**config.mk**
```make
export PLATFORM = sky130hd
export DESIGN_NAME = step_ctrl
export DESIGN_NICKNAME = d
export VERILOG_FILES = /design/src/rtl/step_ctrl.sv
export SDC_FILE = /design/constraint.sdc
export NUM_CORES = 1
export LEC_CHECK = 0
export CAP_MARGIN = 20
export CORE_ASPECT_RATIO = 1.5
export CORE_UTILIZATION = 62
export DETAILED_ROUTE_END_ITERATION = 16
export PLACE_DENSITY = 0.85
export SLEW_MARGIN = 10
export SYNTH_ARGS = -nofsm -noshare
export SYNTH_HDL_FRONTEND = slang
export SYNTH_SLANG_ARGS = --single-unit
```
**constraint.sdc**
```tcl
create_clock -name CLK -period 9.7 [get_ports CLK]
set_input_delay 2.91 -clock CLK [delete_from_list [all_inputs] [get_ports CLK]]
set_output_delay 2.91 -clock CLK [all_outputs]
set_load 0.01 [all_outputs]
```
**src/rtl/step_ctrl.sv**
```systemverilog
// step_ctrl: single-step / free-run / burst clock-enable sequencer for a CPU.
// Optional breakpoint halt is compiled in with `define STEP_CTRL_BREAKPOINT_EN.
//
// Parameters:
//   RATE_DIV  - CLK cycles between auto-steps in RUN and BURST (>= 2)
//   BURST_LEN - steps issued per burst (1..65535)
// Ports:
//   CLK      in   system clock
//   RST      in   synchronous active-high reset
//   STEP     in   one-cycle single-step request
//   BURST    in   one-cycle burst request
//   RUN      in   level, free-running auto-step request
//   HALT     in   level, stops all stepping
//   CPU_CE   out  one-cycle clock-enable pulse, one instruction each
//   BUSY     out  high while in RUN or BURST
//   STEP_CNT out  CPU_CE pulses since reset (wraps)
//   STATE    out  IDLE=0 RUN=1 BURST=2 HALTED=3
//   PC       in   (breakpoint build) current program counter
//   BP_ADDR  in   (breakpoint build) breakpoint address
//   BP_ARM   in   (breakpoint build) breakpoint enable

module step_ctrl #(
  parameter int RATE_DIV  = 12500000,
  parameter int BURST_LEN = 16
) (
  input  logic        CLK,
  input  logic        RST,
  input  logic        STEP,
  input  logic        BURST,
  input  logic        RUN,
  input  logic        HALT,
  output logic        CPU_CE,
  output logic        BUSY,
  output logic [15:0] STEP_CNT,
  output logic [1:0]  STATE
`ifdef STEP_CTRL_BREAKPOINT_EN
  ,
  input  logic [31:0] PC,
  input  logic [31:0] BP_ADDR,
  input  logic        BP_ARM
`endif
);

  localparam int RW = $clog2(RATE_DIV);
  localparam logic [RW-1:0] RATE_MAX = RW'(RATE_DIV - 1);
  localparam logic [15:0] BURST_INIT = 16'(BURST_LEN);

  typedef enum logic [1:0] {
    S_IDLE   = 2'd0,
    S_RUN    = 2'd1,
    S_BURST  = 2'd2,
    S_HALTED = 2'd3
  } state_t;

  state_t          state;
  logic [RW-1:0]   rate_cnt;
  logic [15:0]     remain;
  logic [15:0]     step_cnt;
  logic            ce;
  logic            busy;

  logic            wrap;
  logic            bp_hit;
  logic            bp_hold;

  assign wrap = (rate_cnt == RATE_MAX);

`ifdef STEP_CTRL_BREAKPOINT_EN
  assign bp_hit  = BP_ARM && (PC == BP_ADDR);
  assign bp_hold = BP_ARM;
`else
  assign bp_hit  = 1'b0;
  assign bp_hold = 1'b0;
`endif

  always_ff @(posedge CLK) begin
    if (RST) begin
      state    <= S_IDLE;
      rate_cnt <= '0;
      remain   <= '0;
      step_cnt <= '0;
      ce       <= 1'b0;
      busy     <= 1'b0;
    end else begin
      ce <= 1'b0;
      if (HALT) begin
        // Any pending CE this cycle is dropped.
        state    <= S_HALTED;
        rate_cnt <= '0;
        remain   <= '0;
        busy     <= 1'b0;
      end else begin
        unique case (state)
          S_IDLE: begin
            if (RUN) begin
              state    <= S_RUN;
              rate_cnt <= '0;
              busy     <= 1'b1;
            end else if (BURST) begin
              state    <= S_BURST;
              rate_cnt <= '0;
              remain   <= BURST_INIT;
              busy     <= 1'b1;
            end else if (STEP && !ce) begin
              // Gating on ce keeps pulses from ever being back-to-back.
              ce       <= 1'b1;
              step_cnt <= step_cnt + 16'd1;
            end
          end
          S_RUN: begin
            if (!RUN) begin
              state    <= S_IDLE;
              rate_cnt <= '0;
              busy     <= 1'b0;
            end else if (wrap) begin
              rate_cnt <= '0;
              if (bp_hit) begin
                state <= S_HALTED;
                busy  <= 1'b0;
              end else begin
                ce       <= 1'b1;
                step_cnt <= step_cnt + 16'd1;
              end
            end else begin
              rate_cnt <= rate_cnt + 1'b1;
            end
          end
          S_BURST: begin
            if (wrap) begin
              rate_cnt <= '0;
              if (bp_hit) begin
                state  <= S_HALTED;
                remain <= '0;
                busy   <= 1'b0;
              end else begin
                ce       <= 1'b1;
                step_cnt <= step_cnt + 16'd1;
                remain   <= remain - 16'd1;
                // Leave together with the final pulse.
                if (remain == 16'd1) begin
                  state <= S_IDLE;
                  busy  <= 1'b0;
                end
              end
            end else begin
              rate_cnt <= rate_cnt + 1'b1;
            end
          end
          S_HALTED: begin
            if (!RUN && !bp_hold) begin
              state <= S_IDLE;
            end
          end
          default: begin
            state <= S_IDLE;
          end
        endcase
      end
    end
  end

  assign CPU_CE   = ce;
  assign BUSY     = busy;
  assign STEP_CNT = step_cnt;
  assign STATE    = state;

endmodule

```
# Word-level counts from Yosys, hierarchy flattened
# Cells that the tools add are included.
# word_totals
register_bits,60
in_bits,6
out_inout_bits,20
wordCells,74
# op_classes
addsub,3
n_eq_ne,18
muxes,34
n_bitwise,1
reduce_logical,12
# ops
cell,n
$mux 16,8
$mux 24,4
$pmux 24 s3,1
$pmux 16 s3,1
$pmux 16 s2,1
$add 24x1->24 const B,1
$eq 24x24->1 const B,1
$add 16x1->16 const B,1
$eq 16x1->1 const B,1
$ne 2x2->1 const B,8
$sub 16x1->16 const B,1
$mux 2,6
$mux 1,10
$ne 3x3->1 const B,3
$reduce_and 4->1,2
$pmux 1 s3,2
$pmux 2 s3,1
$reduce_and 6->1,1
$reduce_and 5->1,1
$eq 2x2->1 const B,2
$ne 4x4->1 const B,1
$reduce_or 2->1,2
$ne 3x2->1 const B,1
$reduce_bool 3->1,1
other kinds (7),7

# Depth between registers and ports, before layout
# logic_depth
depth_word,6
depth_mapped,9
depth_no_buf,7

# Worst setup path after synthesis
# Ideal clock, no wire load.
# synth_timing
path_kind,input -> register
start,input port RUN
end,"register step_cnt[15], in the netlist STEP_CNT[15]"
setup_ns,0.121
t_arrival_ns,4.944
required_time_ns,9.579
path_slack_ns,4.635
cell_stages,6
path_buffers,1
path_cell_list,or4b_2 > a2111oi_2 > nand3_1 > clkbuf_1 > nor3_1 > mux2_2
# synth_via
elab_chain_len,2
word_cells_on_any_way,3
classes_between,2 x eq/ne; 1 x reduce/logical
# synth_lines
element,line,rtl
from (decl),30,"input logic RUN,"
$ne 2x2->1 (no source line),n/a,
$reduce_and 6->1 (no source line) *,n/a,
to (signal assigned),107,step_cnt <= step_cnt + 16'd1;
to (signal assigned),122,step_cnt <= step_cnt + 16'd1;
to (signal assigned),137,step_cnt <= step_cnt + 16'd1;
to (decl),58,logic [15:0] step_cnt;
# Every way passes the cells marked *; elsewhere a longest branch is shown, timed or not.
# A chain may end at the register's enable or synchronous reset.

# Worst setup path in the final report
# layout_timing
start,input port RUN
end,"register step_cnt[14], in the netlist STEP_CNT[14]"
# Same word-level chain as after synthesis.

==> impl_metrics.json <==
{
  "synth_seq_cells": 60,
  "outcome": "finished, final reports clean",
  "post_cts_buffers": 0,
  "hold_violations": 0,
  "layout_common_cells": "60 x dfxtp_1, 34 x nor2_1, 32 x a21oi_1, 25 x clkdlybuf4s50_1, 18 x or4_1",
  "cp_max_fo": 25,
  "route.detailed.drc": 0,
  "cts_buffer_depth": 2,
  "cp_slowest_stage_delay_ns": 0.75,
  "core_area_sq_mm": 0.00481,
  "synthMuxAreaShare": 0.0133,
  "synth-compound-area-share": 0.167,
  "fin_crit_sh": 0.604,
  "die_w_um": 59.8,
  "power.density_mw_per_mm2": 165,
  "worstMarginPinSlew_ns": 0.946,
  "final_common_cell": "dfxtp_1",
  "fp.dieH_um": 88.6,
  "drive_gt1_frac": 0.0972,
  "dieArea_sq_mm": 0.00530,
  "startpoint_type": "input port",
  "drv_slew": 0,
  "hold_slack_ns": 0.486,
  "routed_wl_um": 6820,
  "cts_buffers": 9,
  "syn_inst": 363,
  "synth_fp_nets": 379,
  "synthSimpleGateAreaFrac": 0.303,
  "grt_pass1_wl_um": 11400,
  "cts_tree": "done",
  "clk_pin_slew_ns": 0.06,
  "leakage_nw": 1.19,
  "antenna_found_initial": 0,
  "crit_chain": "clkdlybuf4s50_1, or4b_2, a2111oi_2, nand3_1, or4_1, a21oi_1",
  "routedWlPerCell_um": 14.9,
  "met3_wirelength_um": 305,
  "postCtsHoldBufs": 0,
  "ys_seq_area_frac": 0.387,
  "final_area_sq_mm": 0.00356,
  "cp_num_buf_inv": 1,
  "diodes": 0,
  "synth_area_sq_mm": 0.00310,
  "placed_area_sq_mm": 0.00339,
  "io_pins": 26,
  "ant_nets": 0,
  "min_period_ns": 5.86,
  "setup_violations": 0,
  "cp_top_family": "simple AND/OR/NAND/NOR gates",
  "utilization": 0.741,
  "dr_wl_met2_um": 3630,
  "grt_overflow": 0,
  "drv_cap": 0,
  "syn_avg_cell_area_sq_um": 8.55,
  "wl_met1_um": 2740,
  "grt_util_all_layers": 0.285,
  "grt_pass1_vias": 2697,
  "slew_headroom": 0.369,
  "synth_top_family_by_area": "simple AND/OR/NAND/NOR gates",
  "route.vias.total": 2831,
  "vias_per_cell": 6.19,
  "portBuffers": 25,
  "ir_worst_vdd_uv": 115,
  "synth_xor_area_frac": 0.0593,
  "hold_path_class": "flop to flop",
  "rsz0062_at_grt": "no",
  "cts.repair.resized": 0,
  "cp_data_required_time_ns": 9.96,
  "top_layer_used": "met4",
  "tns_ns": 0,
  "syn_to_final_growth_pct": 14.9,
  "cp.arrival_ns": 6.12,
  "worstSkewPairLatency_ns": 0.34,
  "fmax_mhz": 171,
  "cts_num_sinks": 60,
  "fin_skew_ns": 0.00597,
  "start_util": 0.645,
  "synth_edf_count": 0,
  "slowest_stage": "or4b_2",
  "place_congestion": 0.865,
  "drt_iter0_markers": 176,
  "crit_type": "input port to flop",
  "cts_root_buffer": "clkbuf_8",
  "ys_warn_count": 0,
  "end_kind": "flop",
  "synth_ff_type": "dfxtp_1",
  "num_rows": 31,
  "synth-adder-area-share": 0.0403,
  "async_flop_share": 0,
  "final_nets": 403,
  "dr.pass1.iters": 4,
  "place_hpwl_um": 4880,
  "grt_max_degree": 26,
  "htreeDepth": 3,
  "yosysUniqueCellTypes": 47
}
[flip-flops by register name (all words and copies together) (netlist names)]
register	cells
remain	16
STEP_CNT	16
BUSY	1
CPU_CE	1
STATE	2
rate_cnt	24
[Yosys cell counts (all sizes together), types with 2 or more instances]
cell      n  share of area
dfxtp    60           0.39
nor2     34          0.041
a21oi    32          0.052
or4      23          0.060
nand2    17          0.021
nand3    17          0.027
xor2     17          0.048
nand4    16          0.032
o21ai    16          0.026
o31ai    15          0.036
clkbuf   13          0.016
or3      13          0.027
inv      11          0.013
ha       10          0.040
or2       8          0.016
nor3      6         0.0097
a31oi     5          0.010
and4      5          0.014
nor2b     5          0.010
and3      4         0.0081
xnor2     4          0.011
mux2i     3         0.0097
nand3b    3         0.0073
a2111oi   2         0.0097
a21o      2         0.0048
a32o      2         0.0065
nor3b     2         0.0048
nor4      2         0.0060
o41ai     2         0.0056
[power by group]
part	total, W	leakage [nW]	switching [W]	internal [W]
clock network	0.000196	0.0893	0.0000916	0.000104
logic	0.000128	0.617	0.0000731	0.0000550
registers	0.000265	0.485	0.00000996	0.000255
[routing by layer]
metal,vias up,global-route usage
met1,1337,0.307
met4,0,0.152
met2,76,0.503
met5,-,0
li1,1406,-
met3,12,0.0658
[area by class of cell]
cell class                 instances  area [sq um]
multi-input combinational        278          1810
fill                             399          1240
sequential                        60          1200
timing repair buffer              27           263
clock buffer                      13           159
tap                               66          82.6
inverter                          11          41.3
clock inverter                     2          10.0
[path summary, 6_finish.rpt]
path	slack (ns)	from	endpoint	depth (start not counted)
max	3.84	RUN	STEP_CNT[14]	6
min	0.49	remain[5]	remain[5]	2
max reg2reg	6.54	rate_cnt[7]	STEP_CNT[14]	5
min reg2reg	0.49	remain[5]	remain[5]	2
[per-stage QoR]
stage / total power (W) / worst slack [ns] / instances
after floorplan: 0.000364 / 4.64 / 363
after global placement: 0.000393 / 3.61 / 441
after detailed placement: 0.000397 / 3.53 / 441
after CTS: 0.000590 / 3.87 / 456
after global routing: 0.000615 / 3.49 / 457
final: 0.000589 / 3.84 / 457
[worst reg2reg max path: cells and delay by family, from the launching register on]
| kind | cells | cell delay [ns] |
|---|---|---|
| and+or+nand+nor | 3 | 2.01 |
| DFF | 1 | 0.35 |
| AOI/OAI and AO/OA | 2 | 0.73 |
[kinds of logic after synthesis]
| kind of cell | count (synthesis) |
|---|---|
| fa+ha+maj | 10 |
| mux | 4 |
| buf+inv | 25 |
| xor+xnor | 21 |
| compound gates | 82 |
| flops | 60 |
| simple gates | 161 |
(Power assumes the default switching activity.)
